File: config.mk
export PLATFORM = sky130hd
export DESIGN_NAME = fft_stage_sequencer
export DESIGN_NICKNAME = d
export VERILOG_FILES = /design/src/rtl/fft_stage_sequencer.sv
export SDC_FILE = /design/constraint.sdc
export NUM_CORES = 1
export LEC_CHECK = 0
export BUFFER_PORTS_ARGS = -buffer_cell sky130_fd_sc_hd__buf_2
export CORE_UTILIZATION = 55
export DETAILED_ROUTE_END_ITERATION = 8
export PLACE_DENSITY = 0.79
export SYNTH_ARGS = -nofsm -noshare
export SYNTH_HDL_FRONTEND = slang
export SYNTH_SLANG_ARGS = --single-unit
File: constraint.sdc
create_clock -name Clk -period 2.2 [get_ports Clk]
set_input_delay 0.33 -clock Clk [delete_from_list [all_inputs] [get_ports Clk]]
set_output_delay 0.33 -clock Clk [all_outputs]
set_load 0.01 [all_outputs]
File: src/rtl/fft_stage_sequencer.sv
// fft_stage_sequencer: address/control sequencer for the in-place radix-2
// FFT datapath. Read side walks a butterfly counter per stage; write side is
// the read request delayed by the PE pipeline latency.
module fft_stage_sequencer #(
   parameter int ADDR_W   = 6,
   parameter int STAGES   = 7,
   parameter int PIPE_LAT = 2
) (
   input  logic              Clk,
   input  logic              Reset_n,
   input  logic              start,
   input  logic              hold,
   output logic              busy,
   output logic              done,
   output logic [3:0]        stage,
   output logic              rd_en,
   output logic [ADDR_W-1:0] rd_addr0,
   output logic [ADDR_W-1:0] rd_addr1,
   output logic              rd_swap,
   output logic [ADDR_W-1:0] tf_addr,
   output logic              bypass_n,
   output logic              wr_en,
   output logic [ADDR_W-1:0] wr_addr0,
   output logic [ADDR_W-1:0] wr_addr1,
   output logic              wr_swap
);

   localparam int DW = $clog2(PIPE_LAT) + 1;
   localparam logic [ADDR_W-1:0] ONES = '1;

   typedef enum logic [1:0] {S_IDLE, S_READ, S_DRAIN, S_FINISH} state_t;

   typedef struct packed {
      logic [ADDR_W-1:0] a0;
      logic [ADDR_W-1:0] a1;
      logic              swap;
   } wr_req_t;

   state_t            state, state_nx;
   logic [ADDR_W-1:0] c, c_nx;
   logic [3:0]        stage_q, stage_nx;
   logic [DW-1:0]     dcnt, dcnt_nx;
   logic [ADDR_W-1:0] mask, sw_bits;
   logic [3:0]        sw_sh;
   wr_req_t           rd_req;
   logic [PIPE_LAT:1] vld_pipe;
   wr_req_t           req_pipe [PIPE_LAT:1];

   // State, butterfly counter, drain counter and stage index; all frozen by hold.
   always_ff @(posedge Clk) begin
      if (!Reset_n) begin
         state   <= S_IDLE;
         c       <= '0;
         stage_q <= '0;
         dcnt    <= '0;
      end else begin
         state   <= state_nx;
         c       <= c_nx;
         stage_q <= stage_nx;
         dcnt    <= dcnt_nx;
      end
   end

   // Next-state: DRAIN waits for the last PIPE_LAT writes so the next stage
   // never reads a word before it has been written back.
   always_comb begin
      state_nx = state;
      c_nx     = c;
      stage_nx = stage_q;
      dcnt_nx  = dcnt;
      if (!hold) begin
         case (state)
            S_IDLE: if (start) begin
               state_nx = S_READ;
               c_nx     = '0;
               stage_nx = '0;
            end
            S_READ: begin
               c_nx = c + 1'b1;
               if (c == ONES) begin
                  state_nx = S_DRAIN;
                  dcnt_nx  = '0;
               end
            end
            S_DRAIN: begin
               dcnt_nx = dcnt + 1'b1;
               if (dcnt == DW'(PIPE_LAT - 1)) begin
                  if (stage_q == 4'(STAGES - 1)) begin
                     state_nx = S_FINISH;
                  end else begin
                     state_nx = S_READ;
                     stage_nx = stage_q + 4'd1;
                  end
               end
            end
            default: begin
               state_nx = S_IDLE;
               stage_nx = '0;
            end
         endcase
      end
   end

   // Read-side address generation from counter and stage; zero outside READ.
   always_comb begin
      mask     = ~(ONES >> stage_q);
      sw_sh    = 4'(ADDR_W) - stage_q;
      sw_bits  = c >> sw_sh;
      rd_en    = (state == S_READ);
      rd_addr0 = c;
      rd_addr1 = '0;
      rd_swap  = 1'b0;
      tf_addr  = '0;
      bypass_n = 1'b1;
      if (rd_en) begin
         rd_addr1 = c ^ mask;
         rd_swap  = (stage_q != 4'd0) && sw_bits[0];
         tf_addr  = c << stage_q;
         bypass_n = (stage_q != 4'(STAGES - 1));
      end
      rd_req = '{a0: rd_addr0, a1: rd_addr1, swap: rd_swap};
   end

   // Write-side delay line matching the PE latency; stalls with hold.
   always_ff @(posedge Clk) begin
      if (!Reset_n) begin
         vld_pipe <= '0;
         for (int i = 1; i <= PIPE_LAT; i++) req_pipe[i] <= '0;
      end else if (!hold) begin
         vld_pipe[1] <= rd_en;
         req_pipe[1] <= rd_req;
         for (int i = 2; i <= PIPE_LAT; i++) begin
            vld_pipe[i] <= vld_pipe[i-1];
            req_pipe[i] <= req_pipe[i-1];
         end
      end
   end

   assign wr_en    = vld_pipe[PIPE_LAT] & ~hold;
   assign wr_addr0 = req_pipe[PIPE_LAT].a0;
   assign wr_addr1 = req_pipe[PIPE_LAT].a1;
   assign wr_swap  = req_pipe[PIPE_LAT].swap;
   assign stage    = stage_q;
   assign busy     = (state == S_READ) || (state == S_DRAIN);
   assign done     = (state == S_FINISH) && !hold;

endmodule

==> results.toml, run 1 <==
[routing]
wirelength_mm = 4.614
num_vias = 1794
drt-vias-per-instance = 5.503
drt_iter0_markers = 121
routedWlPerCell_um = 14.15
drtAntennaViolNets = 0
drt_first_pass_iters = 4
drc = 0

[pwr]
p_seq_frac = 0.517
power_mw = 1.701
clkPwrFrac = 0.355
power.density_mw_per_mm2 = 614.5
combPwrFrac = 0.128
intPower_mw = 1.284
peakVddDrop_mv = 0.3281
switchingPower_mw = 0.4171
leakagePower_nw = 1.209
sw_frac_of_total = 0.2452

[timing]
hold_viol_final = 0
period_share = 0.9844
finalMaxSlewViolations = 0
max_freq_mhz = 461.7
setup_viol = 0
worst_pin_slew_ns = 0.9857
fin_ws_ns = 0.03423
fin_crit_ns = 2.166
slew_headroom = 0.3415
fin_skew_ns = 0.009476

[layout]
fin_nets = 289
final.fill_count = 337
multi_input_area_mm2 = 0.001154
seq_area_mm2 = 0.001106
final_layout_size_suffix_gt1_frac = 0.2754
num_antenna_cells = 0
syn_to_final_growth_pct = 17.46

[global_route]
met3_usage = 0.03547
grt_pass1_wl_mm = 7.224
met2_usage = 0.3540
met1_usage = 0.2778
gr-max-usage-layer = "met2"
grt_max_degree = 27
antenna_found_initial = 0
grt_pass1_vias = 1535
grtUsageTotal = 0.2147
grt.overflow.total = 0

[setup_path]
crit_arrival_ns = 1.84
crit_type = "reg2out"
cp.required_ns = 1.87
cp-start-kind = "flop"
worstPathMaxFanout = 8
cp-end-kind = "output port"

[logic_synthesis]
synth_area_leaders = "edfxtp_1 (33%), dfxtp_1 (14%), and2_1 (6.9%)"
synth-edff-count = 26
yosysSeqAreaShare = 0.4671
avgSynthCellArea_um2 = 10.25
syn-num-nets = 244
synth.distinct_cells = 43
synthCells = 230
ys.warnings.count = 0
ys_seq_elements = 42
synth_top_area_frac = 0.3312
synthTopCellsByCount = "and2_1 (26), edfxtp_1 (26), dfxtp_1 (16), nand2_1 (16)"
yosysTopAreaCell = "edfxtp_1"
synthArstFlopShare = 0
synth_flop_cell = "edfxtp_1"
syn_area_mm2 = 0.002357

[clocking]
clkLatencyLatePin_ns = 0.30
cts_root_buffer = "clkbuf_8"
clock-sinks = 42
holdBufCountCts = 0
cts_tree = "yes"
cts_buffers = 5
clk_pin_slew_ns = 0.08
clockBufferDepth = 2
cts_max_level = 2

[place]
globalplace.congestion = 0.8760
dp_hpwl_mm = 3.155
port_buffers = 44
place_ws_ns = 0.2994

[run_status]
status = "complete, no violations"

[run]
drv_cap = 0

[floorplan]
core_mm2 = 0.004058
initial_core_util = 0.5809
die_y_um = 67.47
die_w_um = 67.47
design.die.area_mm2 = 0.004552
num_rows = 23
io_pins = 45

[worst_hold_path]
min_path_type = "reg2reg"
-- metal layers --
metal,part of all wire,up-vias
li1,-,890
met1,0.44,838
met2,0.50,59
met3,0.049,7
met4,0.012,0
met5,0,-
-- worst paths after layout --
check / startpoint / endpoint / slack, ns / depth (start not counted)
worst max register to register: state[1]$_SDFFE_PN0P_ / rd_addr0[3]$_SDFFE_PN0P_ / 0.36 / 7
worst min-delay path: dcnt[1]$_SDFFE_PN0P_ / dcnt[1]$_SDFFE_PN0P_ / 0.47 / 2
worst min register to register: dcnt[1]$_SDFFE_PN0P_ / dcnt[1]$_SDFFE_PN0P_ / 0.47 / 2
worst max-delay path: stage[0]$_SDFFE_PN0P_ / rd_swap / 0.03 / 7
-- per-stage QoR --
| step | setup TNS (ns) | hold slack (ns) | cells | utilization | area [um^2] |
|---|---|---|---|---|---|
| 6_report | 0 | 0.4721 | 326 | 0.6824 | 2769 |
| 5_1_grt | -0.01861 | 0.4948 | 326 | 0.6824 | 2769 |
| 4_1_cts | 0 | 0.4793 | 323 | 0.6719 | 2726 |
| 3_5_place_dp | 0 | 0.4671 | 315 | 0.6445 | 2615 |
| 3_3_place_gp | 0 | 0.4503 | 315 | 0.6445 | 2615 |
| 2_1_floorplan | 0 | 0.4381 | 230 | - | 2357 |
-- layout by cell type, fill, tap and decap left out, types with 2 or more instances in the layout --
master      count
buf_2          44
dfxtp_1        14
nand2b_1        2
nand3b_1        4
nor2_1         11
and2_1         26
nor2b_1         8
o21ai_0        11
nand2_1        16
clkinvlp_4      2
mux2_2          4
edfxtp_1       26
nand4_1         4
ha_1            9
o31ai_1         2
and3_1          7
a31oi_1         3
inv_1           9
mux2i_1         6
xnor2_1         9
nand3_1         6
nor3_1          5
a211oi_1        2
buf_4          10
a21boi_0        4
clkbuf_8        5
a21oi_1         6
-- state kept, by name, summed over array words and instances (netlist names) --
name      flops
dcnt          2
req_pipe     26
state         2
rd_addr0      6
stage         4
vld_pipe      2
-- worst max-delay path: stages (launching register included) --
cell and delay [ns]:
dfxtp_4 0.43, ha_1 0.19, inv_1 0.08, ha_4 0.28, a21oi_1 0.06, a21oi_1 0.16
and3b_1 0.20, buf_2 0.13
-- cells by family (layout without fill, tap and decap cells) --
group / Yosys count / count (layout) / share of synthesized area
flip-flops: 42 / 42 / 0.4671
XOR/XNOR: 10 / 10 / 0.03716
multiplexers: 12 / 12 / 0.05998
adder cells (fa/ha/maj): 10 / 10 / 0.05308
AND/OR/NAND/NOR: 97 / 97 / 0.2404
AO/OA/AOI/OAI: 33 / 33 / 0.09342
buffers and inverters: 26 / 72 / 0.04883
-- final cells by class --
class,count,share of cell area
clock buffer,6,0.02621
timing repair buffer,54,0.1066
clock inverter,2,0.01356
tap,50,0.02259
inverter,10,0.01491
sequential,42,0.3995
multi-input combinational,162,0.4166
-- power groups by stage --
stage	clock, mW	combinational, mW	sequential (mW)
2_1_floorplan	0	0.146	0.905
3_3_place_gp	0	0.213	0.897
3_5_place_dp	0	0.215	0.899
4_1_cts	0.610	0.215	0.881
5_1_grt	0.643	0.240	0.884
6_report	0.605	0.217	0.880
-- what timing repair did --
item | in CTS | in global routing
buffers inserted | 0 | 3
gates cloned | 0 | 0
pin swaps | 0 | 1
gates resized for setup | 1 | 4
endpoints found under the setup margin | 2 | 3
No activity file was read; power rests on OpenSTA's default activity.
==> run 2, diff against run 1 <==
- CORE_UTILIZATION: 55 -> 46
- PLACE_DENSITY: 0.79 -> 0.68
- REMOVE_ABC_BUFFERS: default -> 1
==> run 2 against run 1 <==
  * Clock-buffer cell count fell by 1
  * Critical path depth fell by 2
  * Hold slack got worse by 0.0039 ns
  * Power rose by 0.67%
  * Flip-flop and latch count did not move
  * Sequential share of layout area rose by 0.15 points
  * Largest power group unchanged
  * Global-route usage fell by 4.1 points
  * Routed wire length fell by 4.5%
  * Non-clock buffer count fell by 4
  * Cell area fell by 0.72%
  * Register-to-register slack improved by 0.11 ns
  * Clock skew barely moved
==> results.toml, run 2 (synthesized netlist as in run 1, its figures left out) <==
[global_route]
grt_pass1_vias = 1544
met2_usage = 0.2824
met1_usage = 0.2225
grt_max_degree = 27
gr-max-usage-layer = "met2"
grtUsageTotal = 0.1738
met3_usage = 0.04938
antenna_found_initial = 0
grt.overflow.total = 0
grt_pass1_wl_mm = 7.072

[routing]
drt_first_pass_iters = 4
wirelength_mm = 4.405
drt-vias-per-instance = 5.162
routedWlPerCell_um = 12.99
drc = 0
num_vias = 1750
drt_iter0_markers = 85
drtAntennaViolNets = 0

[run]
drv_cap = 0

[timing]
finalMaxSlewViolations = 0
max_freq_mhz = 479.0
fin_skew_ns = 0.009292
worst_pin_slew_ns = 1.007
slew_headroom = 0.3275
fin_tns_setup_ns = 0
fin_crit_ns = 2.088
setup_viol = 0
fin_ws_ns = 0.1124
rsz0062_at_grt = "no"
period_share = 0.9489
hold_viol_final = 0

[place]
port_buffers = 44
place_area_mm2 = 0.002629
dp_hpwl_mm = 3.078
globalplace.congestion = 0.8474
place_ws_ns = 0.3819

[clocking]
clockBufferDepth = 2
cts_max_level = 2
cts_buffers = 5
cts_root_buffer = "clkbuf_8"
clkLatencyLatePin_ns = 0.30
cts_tree = "yes"
postCtsSetupBuffers = 0
clk_pin_slew_ns = 0.08
clock-sinks = 42

[floorplan]
initial_core_util = 0.4894
design.die.area_mm2 = 0.005415
die_w_um = 73.59
io_pins = 45
die_y_um = 73.59
core_mm2 = 0.004817
num_rows = 25

[layout]
design_area_mm2 = 0.002749
num_antenna_cells = 0
final_common_cell = "buf_2"
fin_nets = 285
final_layout_size_suffix_gt1_frac = 0.2610
syn_to_final_growth_pct = 16.61
final_cell_mix = "buf_2 (44), and2_1 (26), edfxtp_1 (26), nand2_1 (16), dfxtp_1 (15)"
seq_area_mm2 = 0.001102
fin_util = 0.5706
final.fill_count = 455
largest_register = "req_pipe"
multi_input_area_mm2 = 0.001144
largest_reg_flops = 26

[setup_path]
cp_slowest_cell = "dfxtp_1"
crit_arrival_ns = 1.76
cp_cell_sequence = "buf_4 -> mux2_2 -> o21ai_0 -> and3b_1 -> buf_2"
critPathMaxStageDelay_ns = 0.38
r2r_start = "state[0]$_SDFFE_PN0P_"
worstPathMaxFanout = 12
crit_type = "reg2out"
startpoint = "stage[0]$_SDFFE_PN0P_"
cp-start-kind = "flop"
cp.required_ns = 1.87
cp-end-kind = "output port"

[worst_hold_path]
min_from = "dcnt[1]$_SDFFE_PN0P_"
min_path_type = "reg2reg"

[run_status]
status = "complete, no violations"

[pwr]
peakVddDrop_mv = 0.4848
power_mw = 1.713
leakagePower_nw = 1.196
power.density_mw_per_mm2 = 623.1
[run 2: path summary, 6_finish.rpt]
check	end	slack, ns	cells after the start
setup / recovery	rd_swap	0.11	5
hold / removal	dcnt[1]$_SDFFE_PN0P_	0.47	2
setup reg to reg	stage[3]$_SDFFE_PN0P_	0.47	5
hold reg to reg	dcnt[1]$_SDFFE_PN0P_	0.47	2
[run 2: critical path, delay by kind of cell, from the launching register on]
family                 cells  cell delay, ns
AOI/OAI and AO/OA          1            0.18
DFF                        1            0.38
and+or+nand+nor            1            0.21
muxes                      1            0.35
buffers and inverters      2            0.35
[run 2: per-stage QoR]
stage / hold slack, ns / cells
floorplan: 0.4381 / 214
global placement: 0.4476 / 331
detailed placement: 0.4583 / 331
CTS: 0.4697 / 339
global route: 0.5111 / 339
finish: 0.4683 / 339
[run 2: cell type report]
class	instances	share of cell area
inverter	10	0.01365
clock inverter	3	0.01593
sequential	42	0.4010
clock buffer	5	0.02503
multi-input combinational	162	0.4160
tap	67	0.03050
timing repair buffer	50	0.09786
[run 2: per-layer routing]
layer  wire, um  vias to the layer above
li1           -                      883
met1       2073                      814
met2       2065                       47
met3        208                        6
met4         57                        0
met5          0                        -
[run 2: report_power, final]
group	leakage (nW)	internal (mW)	switching, mW
clock	0.0585	0.340	0.278
combinational	0.719	0.0795	0.135
sequential	0.418	0.865	0.0144
[run 2: repair_timing]
action                                  CTS  global route
gates resized for setup                   0             3
hold buffers                              0             0
endpoints found under the setup margin    0             5
==> run 3, diff against run 2 <==
- ABC_AREA: default -> 1
- CTS_CLUSTER_SIZE: default -> 14
==> run 3 against run 2 <==
  * Cell count grew 18%
  * Critical path type unchanged
  * Largest cell class is now sequential cells
  * Power is 15% higher
  * Critical endpoint is now tf_addr[3]
  * Register-to-register slack improved by 0.12 ns
  * Cell area shrank 2.6%
  * Highest routed layer unchanged
  * Die area is 3.0% lower
==> results.toml, run 3 <==
[logic_synthesis]
synth_top_area_frac = 0.3417
ys_seq_elements = 42
synth-edff-count = 26
syn_area_mm2 = 0.002285
synth_most_common_cell = "nor2_1"
synth_area_leaders = "edfxtp_1 (34%), dfxtp_1 (14%), nor2_1 (9.7%)"
yosysTopAreaCell = "edfxtp_1"
avgSynthCellArea_um2 = 8.016
yosysSeqAreaShare = 0.4819
synth.distinct_cells = 30
synth_flop_cell = "edfxtp_1"
synthCells = 285
synthArstFlopShare = 0
ys.warnings.count = 0
synthTopCellsByCount = "nor2_1 (59), nand2_1 (53), inv_1 (37)"

[setup_path]
cp-start-kind = "flop"
crit_arrival_ns = 1.75
crit_type = "reg2out"
cp.required_ns = 1.87
cp-end-kind = "output port"
r2r_start = "state[0]$_SDFFE_PN0P_"
worstPathMaxFanout = 12
r2r-end = "stage[1]$_SDFFE_PN0P_"
regToRegSetupSlack_ns = 0.59
reg2regPathDepth = 10

[pwr]
power.density_mw_per_mm2 = 733.8
peakVddDrop_mv = 0.3627
leakagePower_nw = 1.228

[timing]
fin_skew_ns = 0.009654
rsz0062_at_grt = "no"
hold_viol_final = 0
fin_tns_setup_ns = 0
worst_hold_slack_ns = 0.3634
max_freq_mhz = 480.6
setup_viol = 0
worst_pin_slew_ns = 0.5134
finalMaxSlewViolations = 0
slew_headroom = 0.6569
fin_crit_ns = 2.081
period_share = 0.9457

[layout]
final_layout_size_suffix_gt1_frac = 0.2162
largest_reg_flops = 26
design_area_mm2 = 0.002678
largest_register = "req_pipe"
final_common_cell = "nor2_1"
syn_to_final_growth_pct = 17.20
final_cell_mix = "nor2_1 (59), nand2_1 (53), buf_2 (44), inv_1 (37), edfxtp_1 (26)"
num_antenna_cells = 0
fin_nets = 346

[global_route]
grt_max_degree = 29
grt.overflow.total = 0
grt_pass1_vias = 1694
antenna_found_initial = 0
grt_pass1_wl_mm = 7.514
grtUsageTotal = 0.1874

[clocking]
cts_root_buffer = "clkbuf_8"
postCtsSetupBuffers = 0
clk_pin_slew_ns = 0.09
clock-sinks = 42
cts_buffers = 5
cts_max_level = 2
clockBufferDepth = 2
cts_tree = "yes"
clkLatencyLatePin_ns = 0.30

[run]
drv_cap = 0

[routing]
routedWlPerCell_um = 11.89
drc = 0
drt-vias-per-instance = 4.805
drt_iter0_markers = 97
drtAntennaViolNets = 0
drt_first_pass_iters = 4
wirelength_mm = 4.757
num_vias = 1922

[place]
place_area_mm2 = 0.002580
dp_hpwl_mm = 3.593
port_buffers = 44
globalplace.congestion = 0.9507

[run_status]
status = "complete, no violations"

[floorplan]
initial_core_util = 0.4805
design.die.area_mm2 = 0.005253
core_mm2 = 0.004755
num_rows = 25
die_w_um = 72.48
io_pins = 45
die_y_um = 72.48

[worst_hold_path]
min_from = "Reset_n"
hold_path_end = "dcnt[0]$_SDFFE_PN0P_"
min_path_type = "in2reg"
hold_depth = 3
-- run 3: cell count changes in the layout (fill, tap and decap cells not counted), moves of 5 or more --
| cell | previous run | this run |
|---|---|---|
| nand3_1 | 6 | 15 |
| and3_1 | 7 | 0 |
| nor2b_1 | 8 | 0 |
| xnor2_1 | 9 | 0 |
| nor2_1 | 11 | 59 |
| o21ai_1 | 0 | 7 |
| mux2i_1 | 6 | 0 |
| inv_2 | 0 | 7 |
| and2_1 | 26 | 1 |
| inv_1 | 10 | 37 |
| o21ai_0 | 11 | 6 |
| nand2_1 | 16 | 53 |
-- run 3: critical path: stages (launching register included) --
cell	delay, ns
dfxtp_1	0.33
inv_1	0.09
ha_1	0.18
inv_2	0.12
nor3_1	0.25
o21ai_1	0.13
a21oi_1	0.17
buf_2	0.16
-- run 3: final cells by class --
class	count	area (um^2)
timing repair buffer	49	257.7
multi-input combinational	189	968.4
tap	67	83.83
clock buffer	5	68.82
clock inverter	3	23.77
sequential	42	1106
inverter	45	168.9
fill	465	2077
-- run 3: cell families after synthesis --
logic type	share of synthesized area
AND/OR/NAND/NOR	0.2941
XOR/XNOR	0.01150
flip-flops	0.4819
AO/OA/AOI/OAI	0.06353
adder cells (fa/ha/maj)	0.05476
buffers and inverters	0.09419
-- run 3: layer usage --
layer	global-route usage	vias to the layer above	wire, um
li1	-	1007	-
met1	0.2318	856	2141
met2	0.3250	50	2331
met3	0.02917	9	205
met4	0.07843	0	78
met5	0	-	0
-- run 3: worst max path at each step --
stage	startpoint	end	slack, ns
floorplan	state[1]$_SDFFE_PN0P_	tf_addr[3]	0.37
global route	state[1]$_SDFFE_PN0P_	tf_addr[3]	0.007
CTS	stage[1]$_SDFFE_PN0P_	rd_swap	0.09
global placement	stage[1]$_SDFFE_PN0P_	rd_swap	0.35
detailed placement	stage[1]$_SDFFE_PN0P_	rd_swap	0.30
finish	state[1]$_SDFFE_PN0P_	tf_addr[3]	0.12
-- run 3: where the power goes --
group / switching, mW / total [mW] / internal (mW) / leakage (nW)
Combinational: 0.340 / 0.516 / 0.176 / 0.767
Clock: 0.290 / 0.517 / 0.227 / 0.0408
Sequential: 0.0420 / 0.932 / 0.890 / 0.421
Total: 0.672 / 1.96 / 1.29 / 1.23
-- run 3: timing repair --
| action | CTS | global route |
|---|---|---|
| hold buffers | 0 | 0 |
| setup endpoints to repair | 1 | 1 |
| resized for setup | 1 | 2 |
| cloned | 0 | 0 |
-- run 3: through the flow --
step,std cells,setup WS (ns),power (mW),util
finish,400,0.1194,1.965,0.5632
global route,400,0.007409,2.065,0.5632
CTS,400,0.09296,1.978,0.5624
detailed placement,392,0.3018,1.464,0.5426
global placement,392,0.3493,1.457,0.5426
floorplan,276,0.3739,1.309,-
